## src/rtl/fir_io_pkg.sv

```systemverilog
// Shared types and defaults for the FIR result serializer: transmit FSM encoding,
// default widths/depths and the FIFO pointer-width helper.
package fir_io_pkg;

    localparam int DATA_W_DEF      = 16;
    localparam int BYTE_W_DEF      = 8;
    localparam int FIFO_DEPTH_DEF  = 4;
    localparam int SYNC_STAGES_DEF = 2;

    typedef enum logic [1:0] {
        ST_IDLE  = 2'd0,
        ST_SETUP = 2'd1,
        ST_REQ   = 2'd2,
        ST_REL   = 2'd3
    } tx_state_e;

    // Pointer width for a power-of-two FIFO; the level counter is one bit wider.
    function automatic int ptr_w(input int depth);
        return $clog2(depth);
    endfunction

endpackage

```

## src/rtl/fir_sync_fifo.sv

```systemverilog
// Single-clock sample FIFO with registered storage, full/empty flags and an
// occupancy count. Pointers wrap naturally because DEPTH is a power of two.
module fir_sync_fifo
    import fir_io_pkg::*;
#(
    parameter int WIDTH = DATA_W_DEF,
    parameter int DEPTH = FIFO_DEPTH_DEF,
    localparam int PTR_W = ptr_w(DEPTH)
) (
    input  logic             clk,
    input  logic             rst_n,
    input  logic             push_i,
    input  logic [WIDTH-1:0] wr_data_i,
    input  logic             pop_i,
    output logic [WIDTH-1:0] rd_data_o,
    output logic             full_o,
    output logic             empty_o,
    output logic [PTR_W:0]   level_o
);

    logic [WIDTH-1:0] mem_q [DEPTH];
    logic [PTR_W-1:0] wr_ptr_q, wr_ptr_d;
    logic [PTR_W-1:0] rd_ptr_q, rd_ptr_d;
    logic [PTR_W:0]   level_q, level_d;
    logic             do_push;
    logic             do_pop;

    assign full_o    = (level_q == (PTR_W + 1)'(DEPTH));
    assign empty_o   = (level_q == '0);
    assign level_o   = level_q;
    assign rd_data_o = mem_q[rd_ptr_q];

    // A full FIFO refuses a push even when a pop happens in the same cycle.
    assign do_push = push_i && !full_o;
    assign do_pop  = pop_i && !empty_o;

    always_comb begin
        wr_ptr_d = wr_ptr_q;
        rd_ptr_d = rd_ptr_q;
        level_d  = level_q;
        if (do_push) begin
            wr_ptr_d = wr_ptr_q + PTR_W'(1);
        end
        if (do_pop) begin
            rd_ptr_d = rd_ptr_q + PTR_W'(1);
        end
        case ({do_push, do_pop})
            2'b10:   level_d = level_q + (PTR_W + 1)'(1);
            2'b01:   level_d = level_q - (PTR_W + 1)'(1);
            default: level_d = level_q;
        endcase
    end

    always_ff @(posedge clk or negedge rst_n) begin
        if (!rst_n) begin
            wr_ptr_q <= '0;
            rd_ptr_q <= '0;
            level_q  <= '0;
        end else begin
            wr_ptr_q <= wr_ptr_d;
            rd_ptr_q <= rd_ptr_d;
            level_q  <= level_d;
        end
    end

    always_ff @(posedge clk) begin
        if (do_push) begin
            mem_q[wr_ptr_q] <= wr_data_i;
        end
    end

endmodule

```

## src/rtl/fir_out_serializer.sv

```systemverilog
// Buffers 16-bit FIR results and ships each one to the host as two bytes (high first)
// over a 4-phase req/ack handshake whose acknowledge is synchronized internally.
module fir_out_serializer
    import fir_io_pkg::*;
#(
    parameter int DATA_W      = DATA_W_DEF,
    parameter int BYTE_W      = BYTE_W_DEF,
    parameter int FIFO_DEPTH  = FIFO_DEPTH_DEF,
    parameter int SYNC_STAGES = SYNC_STAGES_DEF
) (
    input  logic                        clk,
    input  logic                        rst_n,
    input  logic [DATA_W-1:0]           s_data,
    input  logic                        s_valid,
    output logic                        s_ready,
    output logic [BYTE_W-1:0]           tx_byte,
    output logic                        tx_req,
    input  logic                        tx_ack,
    output logic                        tx_hi,
    output logic [ptr_w(FIFO_DEPTH):0]  fifo_level,
    output logic                        overflow,
    input  logic                        clr_ovf,
    output logic [1:0]                  dbg_state
);

    // Handshake: s_data is taken on a rising edge where s_valid && s_ready.
    // Host side: tx_byte/tx_hi are stable before tx_req rises and while it is high;
    // the host raises tx_ack, we drop tx_req, the host drops tx_ack, then the next byte.

    logic [SYNC_STAGES-1:0] ack_sync_q;
    logic                   ack_s;

    logic                   fifo_full;
    logic                   fifo_empty;
    logic                   fifo_push;
    logic                   fifo_pop;
    logic [DATA_W-1:0]      fifo_rd_data;

    tx_state_e              state_q, state_d;
    logic                   tx_req_q, tx_req_d;
    logic [BYTE_W-1:0]      tx_byte_q, tx_byte_d;
    logic                   tx_hi_q, tx_hi_d;
    logic                   sel_q, sel_d;
    logic [DATA_W-1:0]      hold_q, hold_d;
    logic                   overflow_q, overflow_d;

    assign fifo_push = s_valid && !fifo_full;
    assign s_ready   = !fifo_full;

    fir_sync_fifo #(
        .WIDTH (DATA_W),
        .DEPTH (FIFO_DEPTH)
    ) u_fifo (
        .clk       (clk),
        .rst_n     (rst_n),
        .push_i    (fifo_push),
        .wr_data_i (s_data),
        .pop_i     (fifo_pop),
        .rd_data_o (fifo_rd_data),
        .full_o    (fifo_full),
        .empty_o   (fifo_empty),
        .level_o   (fifo_level)
    );

    always_ff @(posedge clk or negedge rst_n) begin
        if (!rst_n) begin
            ack_sync_q <= '0;
        end else begin
            ack_sync_q <= {ack_sync_q[SYNC_STAGES-2:0], tx_ack};
        end
    end

    assign ack_s = ack_sync_q[SYNC_STAGES-1];

    // Set has priority over clear so a drop in the clearing cycle is not lost.
    always_comb begin
        overflow_d = overflow_q;
        if (s_valid && fifo_full) begin
            overflow_d = 1'b1;
        end else if (clr_ovf) begin
            overflow_d = 1'b0;
        end
    end

    always_comb begin
        state_d   = state_q;
        tx_req_d  = tx_req_q;
        tx_byte_d = tx_byte_q;
        tx_hi_d   = tx_hi_q;
        sel_d     = sel_q;
        hold_d    = hold_q;
        fifo_pop  = 1'b0;
        case (state_q)
            ST_IDLE: begin
                // A host still holding ack from an earlier exchange must release it first.
                if (!fifo_empty && !ack_s) begin
                    fifo_pop  = 1'b1;
                    hold_d    = fifo_rd_data;
                    tx_byte_d = fifo_rd_data[DATA_W-1:BYTE_W];
                    tx_hi_d   = 1'b1;
                    sel_d     = 1'b1;
                    state_d   = ST_SETUP;
                end
            end
            ST_SETUP: begin
                tx_req_d = 1'b1;
                state_d  = ST_REQ;
            end
            ST_REQ: begin
                if (ack_s) begin
                    tx_req_d = 1'b0;
                    state_d  = ST_REL;
                end
            end
            ST_REL: begin
                if (!ack_s) begin
                    if (sel_q) begin
                        tx_byte_d = hold_q[BYTE_W-1:0];
                        tx_hi_d   = 1'b0;
                        sel_d     = 1'b0;
                        state_d   = ST_SETUP;
                    end else begin
                        state_d   = ST_IDLE;
                    end
                end
            end
            default: state_d = ST_IDLE;
        endcase
    end

    always_ff @(posedge clk or negedge rst_n) begin
        if (!rst_n) begin
            state_q    <= ST_IDLE;
            tx_req_q   <= 1'b0;
            tx_byte_q  <= '0;
            tx_hi_q    <= 1'b0;
            sel_q      <= 1'b0;
            hold_q     <= '0;
            overflow_q <= 1'b0;
        end else begin
            state_q    <= state_d;
            tx_req_q   <= tx_req_d;
            tx_byte_q  <= tx_byte_d;
            tx_hi_q    <= tx_hi_d;
            sel_q      <= sel_d;
            hold_q     <= hold_d;
            overflow_q <= overflow_d;
        end
    end

    assign tx_req    = tx_req_q;
    assign tx_byte   = tx_byte_q;
    assign tx_hi     = tx_hi_q;
    assign overflow  = overflow_q;
    assign dbg_state = state_q;

endmodule
```

## config.mk

```make
export PLATFORM = sky130hd
export DESIGN_NAME = fir_out_serializer
export DESIGN_NICKNAME = d
export VERILOG_FILES = /design/src/rtl/fir_io_pkg.sv /design/src/rtl/fir_sync_fifo.sv /design/src/rtl/fir_out_serializer.sv
export SDC_FILE = /design/constraint.sdc
export NUM_CORES = 1
export LEC_CHECK = 0
export CAP_MARGIN = 5
export CORE_MARGIN = 2
export CORE_UTILIZATION = 56
export DETAILED_ROUTE_END_ITERATION = 7
export GPL_ROUTABILITY_DRIVEN = 0
export HOLD_SLACK_MARGIN = 0.15
export PLACE_DENSITY = 0.85
export SETUP_SLACK_MARGIN = 0.3
export SYNTH_ARGS = -nofsm -noshare
export SYNTH_HDL_FRONTEND = slang
export SYNTH_SLANG_ARGS = --single-unit
```

## constraint.sdc

```tcl
create_clock -name clk -period 2.95 [get_ports clk]
set_input_delay 0.59 -clock clk [delete_from_list [all_inputs] [get_ports clk]]
set_output_delay 0.59 -clock clk [all_outputs]
set_load 0.01 [all_outputs]
```

Yosys cells after proc, flatten, opt, wreduce, memory -nomap -nowiden
Memories as Yosys holds them, arrays and structs flattened.
Cells that the tools add are included.
{"block": "classes", "n_addsub": 4, "multipliers": 0, "div_mod_pow": 0, "order_cmp": 0, "n_eq_ne": 10, "shifts": 0, "n_mux": 24, "bitwise": 0, "n_reduce_logical": 19}
{"op": "two-way mux 8 bit", "n": 3}
{"op": "case mux 8 bit (2 select lines)", "n": 1}
{"op": "two-way mux 1 bit", "n": 12}
{"op": "inequality test 2 bit (second input constant)", "n": 4}
{"op": "case mux 2 bit (4 select lines)", "n": 1}
{"op": "nonzero test 2 bit", "n": 4}
{"op": "== test 2 bit (second input constant)", "n": 3}
{"op": "two-way mux 2 bit", "n": 3}
{"op": "case mux 1 bit (2 select lines)", "n": 3}
{"op": "case mux 3 bit (2 select lines)", "n": 1}
{"op": "AND reduction 3 bit", "n": 2}
{"op": "logical AND 1 bit", "n": 5}
{"op": "adder 2 x 1 -> 2 bit (second input constant)", "n": 2}
{"op": "== test 2 x 1 -> 1 bit (second input constant)", "n": 2}
{"op": "AND reduction 2 bit", "n": 2}
{"op": "AND reduction 4 bit", "n": 1}
{"op": "adder 3 x 1 -> 3 bit (second input constant)", "n": 1}
{"op": "== test 3 bit (second input constant)", "n": 1}
{"op": "zero test 1 bit", "n": 3}
{"op": "zero test 3 bit", "n": 1}
{"op": "subtractor 3 x 1 -> 3 bit (second input constant)", "n": 1}
{"op": "zero test 2 bit", "n": 1}
{"block": "totals", "regBits": 31, "latch_bits": 0, "mem_bits_rw": 64, "rom_bits": 0, "inputBits": 21, "output_inout_bits": 17, "n_memories": 1}
{"memory": "u_fifo.mem_q", "words": 4, "width": 16, "read_ports": 1, "rd_clocked_by_memory_dff": 0, "wr": 1, "line_no": "fir_sync_fifo.sv:21", "source": "logic [WIDTH-1:0] mem_q [DEPTH];"}

Logic depth before layout (Yosys ltp)
{"block": "depth", "ltp_word": 8, "depth_mapped": 10}

Cells and area by module
A second synthesis with hierarchy kept.
{"block": "hier_totals", "cells_unflattened": 207, "area_unflattened_um2": 3936.3}
{"mod": "fir_sync_fifo", "instances": 1, "cells_each": 121, "area_per_inst_um2": 2775.2, "seq_area_each_um2": 2097.0}
{"mod": "fir_out_serializer", "instances": 1, "cells_each": 86, "area_per_inst_um2": 1161.1, "seq_area_each_um2": 600.6}

Worst setup path before layout
Ideal clock, no wire load.
{"block": "synth_path", "path_type": "register to register", "startpoint": "reg state_q[0] (netlist: dbg_state[0])", "endpoint": "reg u_fifo.level_q[2] (netlist: u_fifo.level_o[2])", "setup_ns": 0.079, "arrival_ns": 2.200, "required_ns": 2.871, "slack_ns": 0.670, "path_stages_with_launch": 11, "path_buffers": 1, "period_less_slack_ns": 2.280, "path_cell_list": "dfrtp_1 -> inv_1 -> ha_1 -> nor3b_2 -> buf_4 -> ha_1 -> inv_1 -> fa_1 -> xor2_1 -> nor2_1 -> xor2_1"}
{"block": "synth_between", "elab_chain_cells": 5, "elab_cells_between_ends": 7, "cone_classes": "eq/ne (2); mux (2); reduce/logical (3)"}
{"element": "start, declared", "line_no": "fir_out_serializer.sv:39", "source": "tx_state_e state_q, state_d;"}
{"element": "start signal, assigned", "line_no": "fir_out_serializer.sv:141", "source": "state_q <= state_d;"}
{"element": "zero test 2 bit (*)", "line_no": "fir_out_serializer.sv:93", "source": "case (state_q)"}
{"element": "two-way mux 1 bit (*)", "line_no": "fir_out_serializer.sv:93"}
{"element": "logical AND 1 bit (*)", "line_no": "fir_sync_fifo.sv:35", "source": "assign do_pop = pop_i && !empty_o;"}
{"element": "net u_fifo.do_pop", "line_no": "fir_sync_fifo.sv:26", "source": "logic do_pop;"}
{"element": "== test 2 x 1 -> 1 bit / == test 2 bit (equally long branches)", "line_no": "fir_sync_fifo.sv:47", "source": "case ({do_push, do_pop})"}
{"element": "case mux 3 bit (2 select lines) / nonzero test 2 bit (equally long branches)"}
{"element": "end signal, assigned", "line_no": "fir_sync_fifo.sv:62", "source": "level_q <= level_d;"}
{"element": "end, declared", "line_no": "fir_sync_fifo.sv:24", "source": "logic [PTR_W:0] level_q, level_d;"}
Mark *: on every way through the listed nets, which the timed path passes. The rest lies on a longest branch.
A chain may end at the register's enable or synchronous reset.

Final worst setup path
{"block": "layout_path", "startpoint": "reg u_fifo.level_q[0] (netlist: u_fifo.level_o[0])", "endpoint": "out s_ready"}
{"block": "layout_between", "elab_chain_cells": 2}
{"element": "== test 3 bit", "line_no": "fir_sync_fifo.sv:28", "source": "assign full_o = (level_q == (PTR_W + 1)'(DEPTH));"}
{"element": "zero test 1 bit", "line_no": "fir_out_serializer.sv:48", "source": "assign s_ready = !fifo_full;"}
{"element": "end, declared", "line_no": "fir_out_serializer.sv:15", "source": "output logic s_ready,"}
Every way passes these cells.

==> results_dict.tcl <==
set metrics [dict create \
    synth_xor_area_frac 0.0134 \
    ys_top_cells_by_area "edfxtp_1 49%, dfrtp_1 20%, mux4_1 5.3%, mux4_2 4.6%, ha_1 3.2%" \
    synthToLayoutAreaGrowth_pct 17.5 \
    wl_met1_um 2900 \
    slew_headroom 0.500 \
    avgRoutedWirePerCell_um 18.3 \
    vdd_drop_max_uv 465 \
    gr-usage-all-layers 0.195 \
    async_reset_ff_frac 0.326 \
    cp.arrival_ns 1.67 \
    synth_top_family_by_area "multiplexers" \
    antenna_left 0 \
    critPathSlowestCell "clkdlybuf4s50_1" \
    synth_warnings 0 \
    post-route-drc-count 0 \
    synth_nets 251 \
    synth_cells 219 \
    outcome "completed" \
    clkLatencyLatePin_ns 0.35 \
    start_util 0.579 \
    place_area_sq_um 4430 \
    syn_avg_cell_area_sq_um 18.0 \
    clock_sinks 95 \
    critPathCaptureType "primary output" \
    worst-path-buf-inv 1 \
    clock_skew_ns 0.0141 \
    cp_max_fo 6 \
    top_layer_used "met4" \
    die_h_um 87.8 \
    hold_viol 0 \
    max_stage_delay_ns 0.58 \
    cts_inserted_buffers 9 \
    ys_seq_elements 95 \
    fp.coreArea_sq_um 6790 \
    finalNetCount 299 \
    cts_tree "done" \
    cts_hold_buf 0 \
    whs_path_depth 0 \
    vias 2070 \
    rr_endpoint "u_fifo.level_o[2]" \
    routed_wl_um 6740 \
    p_per_area_nw_per_um2 989 \
    antenna_found_initial 0 \
    r2r_setup_slack_ns 0.79 \
    fin_area_sq_um 4630 \
    met2_length_um 3420 \
    fin_crit_ns 2.26 \
    io_pins 38 \
    start_kind "flop" \
    die_area_sq_um 7720 \
    setup-tns-final_ns 0 \
    slew_viol_final 0 \
    worstPathRequired_ns 2.36 \
    drive_above_1_share 0.202 \
    grt_max_degree 32 \
    hold_path_startpoint "ack_sync_q[0]" \
    synthDistinctLibCells 37 \
    seq_area_frac_synth 0.685 \
    cts_setup_buffers 0 \
    clk_pin_slew_ns 0.10 \
    die_x_um 87.8 \
    port-buffer-count 37 \
    drv_cap 0 \
    cts-root-buf "clkbuf_8" \
    syn_area_sq_um 3940 \
    holdCritPathClass "reg2reg" \
    synth_adder_area_share 0.0369 \
    yosysTopAreaCell "edfxtp_1" \
    drtPass1Iterations 4 \
    clockBufferDepth 2 \
    synth-compound-area-share 0.0515 \
    rows 30 \
    path_cells "nor2_1, nand2_1, clkdlybuf4s50_1" \
    overflow 0 \
    clock.fmax_mhz 442 \
    synthMuxAreaShare 0.138 \
    holdWs_ns 0.363 \
    final.period_utilization 0.767 \
    viasPerCell 5.63 \
    diodes 0 \
    min_to "ack_sync_q[1]" \
    path_class "reg2out" \
    p_leak_nw 1.72 \
    grt_pass1_wl_um 10900 \
    crit_family "buffers and inverters" \
    grt_pass1_vias 2107 \
    ctsResizeCount 0 \
    synth_ff_type "edfxtp_1" \
    rsz0062_at_grt "false" \
    hpwl_um 4410 \
    first_iter_violations 135 \
    dr_wl_met3_um 353 \
    r2r-start "dbg_state[0]" \
    worst_pin_slew_ns 0.751 \
    finalSetupViolations 0 \
    cts_max_level 3 \
    synth_top_area_frac 0.488 \
    synth-simple-area-share 0.0470 \
    synth_edf_count 64 \
    rr_worst_depth 9 \
]
[power by group]
group	internal [mW]	switching (mW)	total [mW]
logic	0.889	0.719	1.61
clock network	0.397	0.443	0.839
registers	1.83	0.296	2.13
[cell usage after synthesis (4+ instances only)]
library cell,count
edfxtp_1,64
dfrtp_1,31
nor2_1,11
ha_1,10
o21ai_0,10
inv_1,9
mux2_4,8
mux4_1,8
mux4_2,8
nor4_1,8
o221a_2,8
buf_2,6
nand2_1,5
and3_1,4
[per-stage QoR]
stage	instances	power [mW]	utilization	worst slack, ns
floorplan	219	3.19	-	0.670
global placement	352	3.69	0.652	0.659
detailed placement	352	3.77	0.652	0.599
CTS	368	4.60	0.681	0.690
global route	368	4.84	0.681	0.573
finish	368	4.57	0.681	0.686
[cell usage in the layout, fill, tap and decap left out, types with 2 or more instances in the layout]
cell type,netlist,final
edfxtp_1,64,64
clkdlybuf4s50_1,0,37
ha_1,10,10
and3_1,4,4
o221a_2,8,8
mux4_2,8,8
nand2_1,5,5
inv_1,9,9
o21ai_0,10,10
mux2_4,8,8
xor2_1,3,3
clkbuf_8,0,9
buf_4,1,10
xnor2_1,3,3
nor2_1,11,11
dfrtp_1,31,31
o21ai_1,2,2
clkinv_4,0,2
nor4_1,8,8
mux2_2,2,2
mux4_1,8,8
[layer usage]
metal / track usage / vias to the layer above
met4: 0.0699 / 0
met2: 0.315 / 53
met5: 0 / -
met1: 0.262 / 1053
met3: 0.0462 / 5
li1: - / 959
[worst reg2reg max path: cells and delay by family (launching register included)]
kind                       cells  cell delay (ns)
xor gates and xnor gates       2             0.30
adders and majority gates      3             0.82
buffers and inverters          2             0.22
DFF                            1             0.42
and+or+nand+nor                2             0.35
[flip-flops by register name, summed over array words and instances, names as in the netlist]
signal / cells
tx_req: 1
dbg_state: 2
u_fifo.wr_ptr_q: 2
u_fifo.rd_ptr_q: 2
tx_hi: 1
overflow: 1
hold_q: 8
sel_q: 1
ack_sync_q: 2
u_fifo.mem_q: 64
tx_byte: 8
u_fifo.level_o: 3
[logic make-up after synthesis]
| logic type | after synthesis |
|---|---|
| and+or+nand+nor | 34 |
| AOI/OAI and AO/OA | 26 |
| DFF | 95 |
| muxes | 27 |
| xor gates and xnor gates | 6 |
| adders and majority gates | 11 |
| buffers and inverters | 20 |
[cell type report]
type,count,area (sq um)
Sequential cell,95,2700
Fill cell,438,2170
Multi-Input combinational cell,104,1130
Timing Repair Buffer,47,445
Clock buffer,10,128
Tap cell,96,120
Clock inverter,6,68.8
Inverter,10,37.5
[worst max path at each step]
stage,from,end,slack [ns],depth (start not counted)
after floorplan,dbg_state[0],u_fifo.level_o[2],0.67,10
after global placement,s_valid,u_fifo.level_o[2],0.66,8
after detailed placement,s_valid,u_fifo.level_o[2],0.60,8
after CTS,u_fifo.level_o[0],s_ready,0.69,3
after global routing,u_fifo.level_o[0],s_ready,0.57,3
final,u_fifo.level_o[0],s_ready,0.69,3
No activity file was read; power rests on OpenSTA's default activity.
==> RTL change, RTL diff (config.mk and constraints unchanged) <==
`tx_byte_q` and `hold_q` no longer have a reset.
--- a/src/rtl/fir_out_serializer.sv
+++ b/src/rtl/fir_out_serializer.sv
@@ -132,20 +132,21 @@
         if (!rst_n) begin
             state_q    <= ST_IDLE;
             tx_req_q   <= 1'b0;
-            tx_byte_q  <= '0;
             tx_hi_q    <= 1'b0;
             sel_q      <= 1'b0;
-            hold_q     <= '0;
             overflow_q <= 1'b0;
         end else begin
             state_q    <= state_d;
             tx_req_q   <= tx_req_d;
-            tx_byte_q  <= tx_byte_d;
             tx_hi_q    <= tx_hi_d;
             sel_q      <= sel_d;
-            hold_q     <= hold_d;
             overflow_q <= overflow_d;
         end
+    end
+
+    always_ff @(posedge clk) begin
+        tx_byte_q <= tx_byte_d;
+        hold_q    <= hold_d;
     end
 
     assign tx_req    = tx_req_q;
Behaviour: differs if rst_n is asserted again (counterexample within 4 cycles, from zero or initial values and one cycle with rst_n low); with rst_n held inactive, the same outputs for 10 cycles.
==> RTL change against the original RTL <==
The run now ends with DRC left. Routed wire length down 12%. Worst setup slack worse by 0.14 ns. Final area is 5.0% lower. Sequential cell count unchanged. Cell count down 14%. Power decreased by 8.6%. Synthesized area is 4.6% lower. Fmax fell by 6.0%. Via count shrank 12%.
==> RTL change: results (changes against the original RTL) <==
yosys:
  syn-num-nets: 221  # was 251
  synth_edf_count: 80  # was 64
  synth_xor_area_frac: 0.01400  # was 0.01335
  synth_area_leaders: "edfxtp_1 64%, dfrtp_1 10%, mux4_2 9.6%, ha_1 3.3%, mux2_2 3.0%"  # was edfxtp_1 49%, dfrtp_1 20%, mux4_1 5.3%, mux4_2 4.6%, ha_1 3.2%
  post_synth_num_cell_types: 33  # was 37
  syn-mean-instance-area_um2: 19.86  # was 17.97 µm²
  yosys-top-cells-count: "80 x edfxtp_1, 16 x mux4_2, 15 x dfrtp_1"  # was 64 x edfxtp_1, 31 x dfrtp_1, 11 x nor2_1
  yosys-mux-area-fraction: 0.1353  # was 0.1380
  yosys_warnings: 0  # unchanged
  synth_fa_ha_area_frac: 0.03867  # was 0.03687
routing:
  drt_iter0_markers: 117  # was 135
  via_count: 1820  # was 2,070
  via_per_inst: 5.759  # was 5.625
  route.met3.wl_um: 182  # was 353 µm
  drt_pass1_iterations: 8  # was 4
  wire_per_inst_um: 18.69  # was 18.31 µm
  drc_errors: 1  # was 0
power_and_ir_drop:
  p_sw_frac: 0.2896  # was 0.3186
  power.leakage_nw: 1.534  # was 1.718 nW
  ir_worst_vdd_v: 0.0005472  # was 0.0004654 V
placement:
  dp_cells: 301  # was 352
  post_dp_cell_area_mm2: 0.004209  # was 0.004429 mm²
  post-dp-hpwl_um: 3866  # was 4414 µm
  place_ws_ns: 0.4470  # was 0.5991 ns
critical_path:
  cp_slowest_stage_delay_ns: 0.41  # was 0.58 ns
  cp-startpoint: "dbg_state[0]$_DFFE_PN0P_"  # was u_fifo.level_o[0]$_DFFE_PN0P_
  critical_path.slowest_cell: "dfrtp_1"  # was clkdlybuf4s50_1
  crit_family: "adder cells"  # was buffers and inverters
  crit_path_max_fanout: 5  # was 6
final_layout:
  sh_seq_area: 0.6319  # was 0.5832
  clkCellAreaFrac: 0.04071  # was 0.04247
  multi_input_area_um2: 908.4  # was 0.001129 mm²
  final_nets: 267  # was 299
  ff_latch_area_mm2: 0.002778  # was 0.002698 mm²
  num-nonclk-buffers: 40  # was 47
  drive_gt1_frac: 0.2008  # was 0.2022
  nMultiInputCombCells: 78  # was 104
  n_clock_buffer: 11  # was 10
  layout.buffer.nonclock.area_share: 0.08938  # was 0.09629
  n_fill_cell: 380  # was 438
grt:
  grtUsageMet1: 0.2462  # was 0.2624
  met2_usage: 0.2911  # was 0.3154
  grt_first_pass_wirelength_um: 9798  # was 10,900 µm
  grt_usage: 0.1834  # was 0.1949
  gr-usage-met3: 0.03176  # was 0.04618
  grt_pass1_vias: 1942  # was 2,107
cts:
  htreeDepth: 3  # unchanged
  path_clk_slew_ns: 0.08  # was 0.10 ns
timing:
  finClkSkew_ns: 0.009699  # was 0.01414 ns
  worstMarginPinSlew_ns: 0.7922  # was 0.7507 ns
floorplanning:
  taps: 77  # was 96
outcome:
  outcome: "finished with violations"  # was finished clean
  violations: "DRC"
RTL change: power by group through the flow:
| stage | Sequential (mW) | Clock (mW) | Combinational, mW |
|---|---|---|---|
| 4_1_cts | 2.11 | 0.799 | 1.32 |
| 5_1_grt | 2.15 | 0.851 | 1.43 |
| 6_report | 2.10 | 0.778 | 1.31 |
| 3_3_place_gp | 2.12 | 0 | 1.24 |
| 2_1_floorplan | 2.05 | 0 | 0.908 |
| 3_5_place_dp | 2.13 | 0 | 1.31 |
RTL change: path summary, 6_finish.rpt:
check	cells past startpoint	end	slack [ns]
worst max-delay path	10	u_fifo.level_o[2]$_DFFE_PN0P_	0.54
worst min-delay path	0	ack_sync_q[1]$_DFF_PN0_	0.36
worst max register to register	10	u_fifo.level_o[2]$_DFFE_PN0P_	0.54
worst min register to register	0	ack_sync_q[1]$_DFF_PN0_	0.36
max in group asynchronous	1	u_fifo.level_o[1]$_DFFE_PN0P_	1.84
min in group asynchronous	1	tx_req$_DFFE_PN0P_	0.66
